<file path="config.mk">
export PLATFORM = sky130hd
export DESIGN_NAME = stump_seq_shifter
export DESIGN_NICKNAME = d
export VERILOG_FILES = /design/src/rtl/stump_seq_shifter.sv
export SDC_FILE = /design/constraint.sdc
export NUM_CORES = 1
export LEC_CHECK = 0
export BUFFER_PORTS_ARGS = -buffer_cell sky130_fd_sc_hd__buf_4
export CAP_MARGIN = 10
export CORE_AREA = 5 5 72 74
export DETAILED_ROUTE_END_ITERATION = 8
export DIE_AREA = 0 0 77 79
export GPL_ROUTABILITY_DRIVEN = 0
export PLACE_DENSITY = 0.7
export SLEW_MARGIN = 10
export SYNTH_ARGS = -nofsm -noshare
export SYNTH_HDL_FRONTEND = slang
export SYNTH_SLANG_ARGS = --single-unit
</file>
<file path="constraint.sdc">
create_clock -name clk -period 5.7 [get_ports clk]
set_clock_uncertainty 0.2 [all_clocks]
set_input_delay 1.14 -clock clk [delete_from_list [all_inputs] [get_ports clk]]
set_output_delay 1.14 -clock clk [all_outputs]
set_load 0.05 [all_outputs]
</file>
<file path="src/rtl/stump_seq_shifter.sv">
// rtl/stump_seq_shifter.sv - multi-cycle one-bit-per-clock shifter with start/busy/done handshake (optional abort port: STUMP_SHIFT_ABORT_EN)

module stump_seq_shifter #(
  parameter int WIDTH = 16,
  parameter int AMT_W = 4
) (
  input  logic             clk,
  input  logic             rst,
  input  logic             start,
  input  logic [WIDTH-1:0] operand_A,
  input  logic [AMT_W-1:0] amount,
  input  logic [2:0]       shift_op,
  input  logic             c_in,
`ifdef STUMP_SHIFT_ABORT_EN
  input  logic             abort,
`endif
  output logic             busy,
  output logic             done,
  output logic [WIDTH-1:0] shift_out,
  output logic             c_out
);

  localparam logic [1:0] ST_IDLE  = 2'd0;
  localparam logic [1:0] ST_SHIFT = 2'd1;
  localparam logic [1:0] ST_DONE  = 2'd2;

  localparam logic [2:0] OP_PASS = 3'b000;
  localparam logic [2:0] OP_ASR  = 3'b001;
  localparam logic [2:0] OP_ROR  = 3'b010;
  localparam logic [2:0] OP_RRC  = 3'b011;
  localparam logic [2:0] OP_LSL  = 3'b100;
  localparam logic [2:0] OP_LSR  = 3'b101;

  logic [1:0]       state;
  logic [AMT_W-1:0] cnt;
  logic [2:0]       op_r;
  logic [WIDTH-1:0] step_a;
  logic             step_c;
  logic             reserved_op;

  // Reserved op codes behave as PASS with a zero step count.
  assign reserved_op = (shift_op[2:1] == 2'b11);

  assign busy = (state == ST_SHIFT);
  assign done = (state == ST_DONE);

  // One single-bit step of the latched op applied to the working register and carry.
  always_comb begin
    step_a = shift_out;
    step_c = c_out;
    case (op_r)
      OP_ASR: begin
        step_c = shift_out[0];
        step_a = {shift_out[WIDTH-1], shift_out[WIDTH-1:1]};
      end
      OP_ROR: begin
        step_c = shift_out[0];
        step_a = {shift_out[0], shift_out[WIDTH-1:1]};
      end
      OP_RRC: begin
        step_c = shift_out[0];
        step_a = {c_out, shift_out[WIDTH-1:1]};
      end
      OP_LSL: begin
        step_c = shift_out[WIDTH-1];
        step_a = {shift_out[WIDTH-2:0], 1'b0};
      end
      OP_LSR: begin
        step_c = shift_out[0];
        step_a = {1'b0, shift_out[WIDTH-1:1]};
      end
      default: begin
        step_a = shift_out;
        step_c = c_out;
      end
    endcase
  end

  // Control FSM plus working/result registers; start is accepted in IDLE or DONE only.
  always_ff @(posedge clk) begin
    if (rst) begin
      state     <= ST_IDLE;
      cnt       <= '0;
      op_r      <= OP_PASS;
      shift_out <= '0;
      c_out     <= 1'b0;
    end else begin
      case (state)
        ST_IDLE, ST_DONE: begin
          if (start) begin
            shift_out <= operand_A;
            c_out     <= c_in;
            if (reserved_op) begin
              op_r  <= OP_PASS;
              cnt   <= '0;
              state <= ST_DONE;
            end else begin
              op_r  <= shift_op;
              cnt   <= amount;
              state <= (amount == '0) ? ST_DONE : ST_SHIFT;
            end
          end else begin
            state <= ST_IDLE;
          end
        end
        ST_SHIFT: begin
          shift_out <= step_a;
          c_out     <= step_c;
          cnt       <= cnt - 1'b1;
`ifdef STUMP_SHIFT_ABORT_EN
          // An abort still commits this edge's step, leaving the partial result visible.
          if (abort) begin
            state <= ST_IDLE;
          end else if (cnt == AMT_W'(1)) begin
            state <= ST_DONE;
          end
`else
          if (cnt == AMT_W'(1)) begin
            state <= ST_DONE;
          end
`endif
        end
        default: state <= ST_IDLE;
      endcase
    end
  end

endmodule

</file>
==> impl_metrics.csv <==
group,metric,value,unit
layout,final_area,2070,um^2
timing,fmax,284,MHz
layout,final_nets,241,
timing,whs,0.269,ns
synthesis,synth_cell_types,41,
detailed_routing,vias,1472,
global_route,grt_pass1_wl,6.58,mm
clock_tree,cts_sinks,26,
clock_tree,numCtsBuffers,3,
clock_tree,ctsHoldBuffers,0,
global_route,grt_overflow,0,
detailed_routing,routedWlPerCell,14.9,um
die,core_area,4540,um^2
detailed_routing,routed_wl,3.91,mm
global_route,grt_max_degree,42,
clock_tree,post_cts_buffers,0,
synthesis,synthAdderAreaFrac,2.94,%
synthesis,synth_area,1700,um^2
layout,area.sequential,520,um^2
worst_setup_path,rr_endpoint,"shift_out[0]$_SDFFE_PP0P_",
synthesis,syn_nets,207,
timing,period_needed,3.52,ns
layout,num_antenna_cells,0,
timing,setup_viol_count_final,0,
clock_tree,insertion_delay,0.27,ns
die,initial_utilization,37.6,%
synthesis,synth.area.mux_share,0.661,%
timing,rsz0062_at_grt,"no",
clock_tree,clk_pin_slew,0.09,ns
synthesis,synthTopCellsByCount,"dfxtp_1, nor2_1, nand3b_1",
synthesis,yosys_most_used_dff,"dfxtp_1",
worst_setup_path,r2r_cells,6,
synthesis,yosysSeqAreaShare,30.5,%
synthesis,async_flop_share,0,%
timing,slew_headroom,36.2,%
placed_design,dp_hpwl,2.72,mm
synthesis,synth_most_common_cell,"dfxtp_1",
detailed_routing,drc_errors,0,
timing,worstMarginPinSlew,0.957,ns
synthesis,synth.avg_cell_area,9.68,um^2
worst_setup_path,cp.required,4.36,ns
clock_tree,cts_tree,"built",
placed_design,io_buffer_count,45,
clock_tree,cts_root_buf,"clkbuf_8",
min_path,min_path_type,"reg2reg",
clock_tree,cts_resized,0,
die,die_w,77,um
run,drv_cap,0,
placed_design,dpl_cell_area,2020,um^2
worst_setup_path,reg2reg_slack,2.90,ns
timing,finalSetupTns,0,ns
pwr,irDropWorstVdd,0.100,mV
synthesis,synth-edff-count,0,
timing,drv_slew,0,
worst_setup_path,arrival,2.18,ns
layout,drive_gt1_share,37.8,%
global_route,grt_antenna_before_repair,0,
die,ios,46,
detailed_routing,drtPass1Iterations,4,
synthesis,synth_cells,176,
detailed_routing,drt-initial-drc-count,136,
pwr,p_leak,0.853,nW
pwr,p_per_area,270,nW/um^2
synthesis,synth_top_area_cell,"dfxtp_1",
global_route,grt_pass1_vias,1389,
synthesis,synth_compound_area_share,35.3,%
die,dieArea,6080,um^2
worst_setup_path,r2r_start,"state[1]$_SDFFE_PP0P_",
clock_tree,cts_buffer_depth,2,
synthesis,synth_top_family_by_area,"compound AO/OA/AOI/OAI gates",
detailed_routing,antenna_left,0,
layout,num-fill-cells,456,
synthesis,synth-seq-cells,26,
layout,area_growth,21.6,%
worst_setup_path,crit_fanout,27,
worst_setup_path,critPathCaptureType,"output port",
global_route,gr-usage-all-layers,12.8,%
run_status,status,"finished clean",
layout,multi_input_area,1050,um^2
detailed_routing,via_per_inst,5.60,
synthesis,synthSimpleGateAreaFrac,22.9,%
worst_setup_path,cp-startpoint,"state[1]$_SDFFE_PP0P_",
synthesis,yosysWarnings,0,
die,rows,25,
synthesis,synthXorXnorAreaFrac,0,%
synthesis,netlist.area_leader.share,30.5,%
worst_setup_path,cp-endpoint,"busy",
synthesis,synth_area_leaders,"dfxtp_1, a221oi_2, o41ai_2, nand3b_1, nor2_1",
worst_setup_path,critPathKind,"reg2out",
die,die_h,79,um
clock_tree,htree_levels,1,
pwr,total_power,0.559,mW
timing,timing.final.hold_violations,0,
timing,fin_crit_sh,61.7,%
worst_setup_path,cp-start-kind,"register",
==> worst min path at each step <==
stage          slack (ns)  cells past startpoint                   to                start
2_1_floorplan        0.23                      2  cnt[3]$_SDFFE_PP0P_  cnt[3]$_SDFFE_PP0P_
3_5_place_dp         0.26                      2  cnt[3]$_SDFFE_PP0P_  cnt[3]$_SDFFE_PP0P_
3_3_place_gp         0.25                      2  cnt[3]$_SDFFE_PP0P_  cnt[3]$_SDFFE_PP0P_
5_1_grt              0.33                      2  cnt[3]$_SDFFE_PP0P_  cnt[3]$_SDFFE_PP0P_
4_1_cts              0.27                      2  cnt[3]$_SDFFE_PP0P_  cnt[3]$_SDFFE_PP0P_
6_report             0.27                      2  cnt[3]$_SDFFE_PP0P_  cnt[3]$_SDFFE_PP0P_
==> placed cells by master (no fill, tap or decap), types with 4 or more instances in the layout <==
cell / Yosys / layout
nand3b_1: 17 / 17
buf_4: 1 / 46
dfxtp_1: 26 / 26
o41ai_1: 6 / 6
inv_1: 6 / 6
a21oi_1: 12 / 12
o41ai_2: 10 / 10
a221oi_2: 11 / 11
ha_1: 4 / 4
nor2_1: 18 / 18
clkbuf_8: 0 / 4
nand2_1: 8 / 8
a221oi_1: 4 / 4
==> registers in the layout, indices dropped and copies added, names as in the netlist <==
signal     count
op_r           3
c_out          1
state          2
cnt            4
shift_out     16
==> power breakdown <==
part / switching (mW) / internal [mW]
Sequential: 0.0284 / 0.203
Combinational: 0.131 / 0.0768
Clock: 0.0586 / 0.0618
Total: 0.218 / 0.341
==> final cells by class <==
cell class,count,area share [%]
Tap cell,54,3.26
Inverter,8,1.45
Clock buffer,4,2.66
Multi-Input combinational cell,125,50.8
Sequential cell,26,25.1
Timing Repair Buffer,46,16.7
==> per-layer routing <==
layer	part of all wire [%]	GRT usage, %	wire length, um	vias up
met5	0	0	0	-
li1	-	-	-	742
met4	0.49	3.95	19	0
met2	48	20.6	1890	31
met3	4.1	2.49	161	2
met1	47	17.2	1830	697
==> cells by family (layout without fill, tap and decap cells) <==
kind of cell,Yosys count,after routing
AO/OA/AOI/OAI,56,56
adder cells (fa/ha/maj),4,4
buffers and inverters,25,58
flip-flops,26,26
multiplexers,1,1
AND/OR/NAND/NOR,64,64
==> worst max-delay path, cell delays in order, from the launching register on <==
cell and delay [ns]:
dfxtp_1 0.34, nand2b_1 0.75, inv_2 0.48, buf_4 0.34
==> per-stage QoR <==
step	instances	util [%]	setup slack [ns]
3_3_place_gp	259	44.5	2.52
6_report	263	45.7	2.18
3_5_place_dp	259	44.5	2.50
4_1_cts	263	45.7	2.17
2_1_floorplan	176	-	3.12
5_1_grt	263	45.7	2.02
(Power assumes the default switching activity.)
